### src/rtl/sfft_frame_reader.sv
// Captures a full SFFT output frame on the valid strobe edge and
// streams its bins out over a valid/ready handshake, bin 0 first.
`ifndef NFFT
`define NFFT 8
`endif
`ifndef nFFT
`define nFFT 3
`endif
`ifndef SFFT_OUTPUT_WIDTH
`define SFFT_OUTPUT_WIDTH 16
`endif

module sfft_frame_reader #(
  parameter int NFFT  = `NFFT,
  parameter int nFFT  = `nFFT,
  parameter int WIDTH = `SFFT_OUTPUT_WIDTH
) (
  input  logic                    clk,
  input  logic                    reset,
  input  logic signed [WIDTH-1:0] SFFT_Out [NFFT],
  input  logic                    OutputValid,
  output logic signed [WIDTH-1:0] bin_data,
  output logic        [nFFT-1:0]  bin_index,
  output logic                    bin_valid,
  output logic                    bin_last,
  input  logic                    bin_ready,
  output logic                    busy,
  output logic        [15:0]      frame_count,
  output logic        [15:0]      drop_count
);

  typedef enum logic {
    IDLE,
    STREAM
  } state_t;

  state_t state;

  logic signed [WIDTH-1:0] frameBuf [NFFT];
  logic                    ovPrev;
  logic                    capEvent;
  logic                    accept;
  logic                    lastAcc;
  logic                    load;
  logic        [nFFT-1:0]  nextIdx;

  localparam logic [nFFT-1:0] LastIdx = nFFT'(NFFT - 1);

  assign capEvent = OutputValid & ~ovPrev;
  assign accept   = bin_valid & bin_ready;
  assign lastAcc  = accept & bin_last;
  assign nextIdx  = bin_index + 1'b1;

  // A new frame is only taken when no stream is left unfinished.
  assign load = ~reset & capEvent &
                ((state == IDLE) | lastAcc);

  always_ff @(posedge clk) begin
    if (load) begin
      frameBuf <= SFFT_Out;
    end
  end

  always_ff @(posedge clk) begin
    if (reset) begin
      state       <= IDLE;
      ovPrev      <= 1'b0;
      bin_data    <= '0;
      bin_index   <= '0;
      bin_valid   <= 1'b0;
      bin_last    <= 1'b0;
      busy        <= 1'b0;
      frame_count <= '0;
      drop_count  <= '0;
    end else begin
      ovPrev <= OutputValid;
      unique case (state)
        IDLE: begin
          if (capEvent) begin
            bin_data  <= SFFT_Out[0];
            bin_index <= '0;
            bin_last  <= 1'b0;
            bin_valid <= 1'b1;
            busy      <= 1'b1;
            state     <= STREAM;
          end
        end
        STREAM: begin
          if (lastAcc) begin
            frame_count <= frame_count + 16'd1;
            bin_index   <= '0;
            bin_last    <= 1'b0;
            if (capEvent) begin
              bin_data <= SFFT_Out[0];
            end else begin
              bin_valid <= 1'b0;
              busy      <= 1'b0;
              state     <= IDLE;
            end
          end else begin
            if (accept) begin
              bin_index <= nextIdx;
              bin_data  <= frameBuf[nextIdx];
              bin_last  <= (nextIdx == LastIdx);
            end
            if (capEvent && drop_count != 16'hFFFF) begin
              drop_count <= drop_count + 16'd1;
            end
          end
        end
      endcase
    end
  end

endmodule

### config.mk
export PLATFORM = sky130hd
export DESIGN_NAME = sfft_frame_reader
export DESIGN_NICKNAME = d
export VERILOG_FILES = /design/src/rtl/sfft_frame_reader.sv
export SDC_FILE = /design/constraint.sdc
export NUM_CORES = 1
export LEC_CHECK = 0
export BUFFER_PORTS_ARGS = -buffer_cell sky130_fd_sc_hd__buf_2
export CAP_MARGIN = 20
export CORE_MARGIN = 2
export CORE_UTILIZATION = 40
export CTS_CLUSTER_SIZE = 12
export DETAILED_ROUTE_END_ITERATION = 10
export PLACE_DENSITY = 0.61
export SETUP_SLACK_MARGIN = 0.05
export SYNTH_ARGS = -nofsm -noshare
export SYNTH_HDL_FRONTEND = slang
export SYNTH_SLANG_ARGS = --single-unit
### constraint.sdc
create_clock -name clk -period 3.95 [get_ports clk]
set_input_delay 0.1975 -clock clk [delete_from_list [all_inputs] [get_ports clk]]
set_output_delay 0.1975 -clock clk [all_outputs]
set_load 0.005 [all_outputs]
[Yosys cells after proc, flatten, opt, wreduce, memory -nomap -nowiden]
Cells that the tools add are included.
Storage, ports and cells
  register bits after elaboration: 183
  word-level logic and storage cells: 64
Cells by class
  $add $sub $neg: 3
  magnitude comparators: 1
  eq/ne operators: 6
  multiplexer cells: 22
  bitwise gates (word level): 11
  reduce and logical (&&, ||, !) cells: 5
Operators by type and width (count)
  16-bit 2-to-1 mux: 5
  16-bit binary-select mux with 3-bit select: 1
  16-bit by 1-bit adder with 16-bit output, second input constant: 2
  16-bit one-hot mux with 2 select lines: 1
  16-bit != test, second input constant: 1
  3-bit 2-to-1 mux: 3
  1-bit 2-to-1 mux: 8
  1-bit one-hot mux with 2 select lines: 3
  3-bit one-hot mux with 2 select lines: 1
  3-bit AND reduction: 2
  1-bit AND: 5
  4-bit >= comparator, second input constant: 1
  2-bit != test, second input constant: 2
  1-bit NOT: 4
  3-bit NOT with 4-bit output: 1
  2-bit AND reduction: 2
  3-bit by 1-bit adder with 3-bit output, second input constant: 1
  3-bit == test, second input constant: 1
  3-bit by 1-bit != test with 1-bit output, second input constant: 1
  2-bit by 1-bit != test with 1-bit output, second input constant: 1
  1-bit logical AND: 1
  1-bit OR: 1

[Longest topological paths before layout]
  depth in word-level cells: 8
  gate-level depth with buffers: 11

[Least setup slack after synthesis]
Ideal clock, no wire load.
  path kind: register -> register
  start point: reg busy (netlist name)
  end point: reg frameBuf[0] (netlist name), enable pin
  setup time: 0.433 ns
  arrival: 2.784 ns
  required time: 3.517 ns
  setup slack: 0.733 ns
  cell stages (with the launch flop): 4
  buffers on the path: 1
  clock period less this slack: 3.217 ns
  cells stage by stage: dfxtp_1 > nand3_1 > a211oi_1 > buf_2
RTL lines
  to (signal assigned): RTL line 60  | frameBuf <= SFFT_Out;
  to (decl): RTL line 39  | logic signed [WIDTH-1:0] frameBuf [NFFT];

[Worst setup path in the final report]
  start point: reg bin_index[0]
  end point: reg bin_data[11]
On the way
  word-level cells in the longest chain between the ends: 8
RTL lines
  from (decl): RTL line 23  | output logic [nFFT-1:0] bin_index,
  from (signal assigned): RTL line 102  | bin_index <= nextIdx;
  3-bit by 1-bit adder with 3-bit output: RTL line 52  | assign nextIdx = bin_index + 1'b1;
  3-bit NOT with 4-bit output (not written as such): RTL line 103  | bin_data <= frameBuf[nextIdx];
  16-bit binary-select mux with 3-bit select: RTL line 103
  16-bit 2-to-1 mux (not written as such) (2 in a row): RTL line 103
  16-bit 2-to-1 mux: RTL line 101  | if (accept) begin
  16-bit 2-to-1 mux: RTL line 89  | if (lastAcc) begin
  16-bit one-hot mux with 2 select lines: RTL line 77  | unique case (state)
  to (signal assigned): RTL line 80  | bin_data <= SFFT_Out[0];
  to (signal assigned): RTL line 94  | bin_data <= SFFT_Out[0];
  to (signal assigned): RTL line 103
  to (decl): RTL line 22  | output logic signed [WIDTH-1:0] bin_data,
Every way passes these cells. The select of a mux whose other input is x is not followed.
A chain may end at the register's enable or synchronous reset.

==> results.cfg <==
[pwr]
switchingPower_mw = 0.936
seqPwrFrac_pct = 51.2
ir_drop_mv = 0.290
clock_power_share_pct = 41.6
p_sw_share_pct = 22.3
p_int_mw = 3.26
p_leak_nw = 4.02
powerDensity_mw_per_mm2 = 403
p_comb_share_pct = 7.3

[critical_path]
path_max_fanout = 32
cp-end-kind = flip-flop
timing.critical_path.cells = inv_1 > ha_2 > buf_4 > mux4_2 > nand2_1 > a21oi_1 > a221o_1
cpMaxStageDelayCell = ha_2
slowest_delay_ns = 0.90
arrival_ns = 2.86
required_ns = 4.27
crit_type = reg -> reg
rr_worst_depth = 7
cp-start-kind = flip-flop

[drt]
drtAntennaViolNets = 0
drc = 0
routedWlPerCell_um = 17.6
drt_first_pass_iters = 6
wirelength_um = 18700
via_per_inst = 5.24
via_count = 5569
drtIter0Drc = 382

[logic_synthesis]
synth_compound_area_share_pct = 8.24
synth_seq_cells = 183
ys_seq_area_share_pct = 67.1
yosysUniqueCellTypes = 47
synth_edf_count = 128
async_flop_share_pct = 0
synthAdderAreaFrac_pct = 0.679
yosysWarnings = 0
avgSynthCellArea_um2 = 14.4
syn_area_mm2 = 0.00737
synth_xor_area_share_pct = 1.31
synthesis.nets = 647
synth_top_family_by_area = simple AND/OR/NAND/NOR gates
muxShareOfSynthArea_pct = 10.0
synth_top_cell_area_share_pct = 52.2
synthFlopType = edfxtp_1
synthSimpleGateAreaFrac_pct = 10.4
synth_top_area_cell = edfxtp_1
synth_cells = 511
ys_top_cells_by_area = edfxtp_1, dfxtp_1, mux4_2

[clock_tree]
cts_tree = done
clockBufferDepth = 2
clock_latency_ns = 0.43
clkSinkCount = 183
postCtsSetupRepairBufs = 0
post_cts_resized = 0
clk_pin_slew_ns = 0.07
cts-buffers-inserted = 17
cts_root_buffer = clkbuf_16
htreeDepth = 4
hold_buffers = 128

[worst_hold_path]
hold_path.class = in -> reg
whs_path_depth = 2

[sta]
fin_setup_tns_ns = 0
setup_viol = 0
final-max-slew-violation-count = 0
slew-limit-headroom_pct = 37.5
finClkSkew_ns = 0.0102
rsz0062_at_grt = no
post-route-period-util_pct = 64.4
fmax_mhz = 393
min_period_ns = 2.55
hold_viol_final = 0
worst_slew_pin_slew_ns = 0.938

[global_routing]
grt_pass1_wl_um = 29500
grt_max_degree = 145
overflow = 0
grt.total_usage_pct = 19.1
grt_pass1_vias = 5799
grt_antenna_before_repair = 1

[layout]
stdcell_count = 1063
seqCellArea_mm2 = 0.00495
area_growth_pct = 41.5
final_common_cell = buf_2
nFillCells = 1432
multiInputGateArea_mm2 = 0.00229
fin_nets = 956
final_cell_mix = buf_2, edfxtp_1, dlygate4sd3_1
drive_above_1_share_pct = 32.1

[die]
dieHeight_um = 140
ioPinCount = 186
start_util_pct = 40.9
die_area_mm2 = 0.0195
core_area_mm2 = 0.0180
num_rows = 49
die_w_um = 140

[placement]
place_congestion = 0.795
portBuffers = 185
placedCellCount = 902
dp_hpwl_um = 11600

[run_status]
status = completed

[flow_run]
max_cap_viol_count = 0
metal layers:
metal  GRT usage (%)  vias to the layer above  part of all wire [%]
li1                -                     2610                     -
met1            24.0                     2707                    43
met2            31.6                      219                    48
met3            5.64                       33                   6.9
met4            7.05                        0                   2.1
met5               0                        -                     0
synthesized netlist by cell type (all sizes together), types with 4 or more instances:
cell type	number
and2	4
mux4	24
edfxtp	128
or3b	4
nor3	5
or3	5
nor4	4
a2111oi	7
o21ai	8
xor2	4
mux2i	12
nand2	40
a311oi	4
a221o	16
dfxtp	55
nand4	9
a22oi	5
nand3	11
or4	9
inv	8
xnor2	7
ha	4
clkbuf	13
mux2	7
o31ai	7
nor2	29
buf	16
nor2b	11
a21oi	33
critical path: cells and delay by family, from the launching register on:
kind / cells / cell delay (ns)
multiplexers: 1 / 0.34
buffers and inverters: 2 / 0.43
AO/OA/AOI/OAI: 2 / 0.34
flip-flops: 1 / 0.33
AND/OR/NAND/NOR: 1 / 0.08
adder cells (fa/ha/maj): 1 / 0.90
per-stage QoR:
step	util [%]	total power, mW	instance area, µm²	worst slack (ns)	hold WS (ns)
detailed placement	47.3	2.39	8530	1.41	0.376
floorplan	-	2.28	7370	0.733	0.296
global route	57.9	4.33	10400	1.21	0.0320
CTS	57.8	4.22	10400	1.39	0.0170
global placement	47.3	2.39	8530	1.50	0.373
finish	57.9	4.20	10400	1.40	0.0309
layout make-up:
| class | count | area share [%] |
|---|---|---|
| clock inverter | 15 | 1.79 |
| inverter | 8 | 0.288 |
| sequential | 183 | 47.4 |
| timing repair buffer | 319 | 21.7 |
| clock buffer | 17 | 4.08 |
| antenna | 1 | 0.0240 |
| multi-input combinational | 291 | 21.9 |
| tap | 229 | 2.75 |
power groups by stage:
stage | combinational (mW) | clock (mW) | sequential (mW)
2_1_floorplan | 0.0945 | 0 | 2.18
3_3_place_gp | 0.195 | 0 | 2.19
3_5_place_dp | 0.203 | 0 | 2.19
4_1_cts | 0.301 | 1.77 | 2.15
5_1_grt | 0.330 | 1.85 | 2.15
6_report | 0.305 | 1.75 | 2.15
cell families (layout without fill, tap and decap cells):
logic type,Yosys count,in the layout
flip-flops,183,183
AND/OR/NAND/NOR,146,146
AO/OA/AOI/OAI,87,87
multiplexers,43,43
buffers and inverters,37,359
XOR/XNOR,11,11
adder cells (fa/ha/maj),4,4
other,0,1
flip-flops by register name (all words and copies together) (netlist names):
name	flops
bin_data	16
bin_index	3
state	1
drop_count	16
ovPrev	1
frameBuf	128
busy	1
frame_count	16
bin_last	1
final timing paths:
path / start / endpoint / slack, ns
min reg2reg: bin_data[2] / bin_data[2] / 0.49
min: OutputValid / ovPrev / 0.03
max: bin_index[0] / bin_data[11] / 1.40
max reg2reg: bin_index[0] / bin_data[11] / 1.40
(Power assumes the default switching activity.)
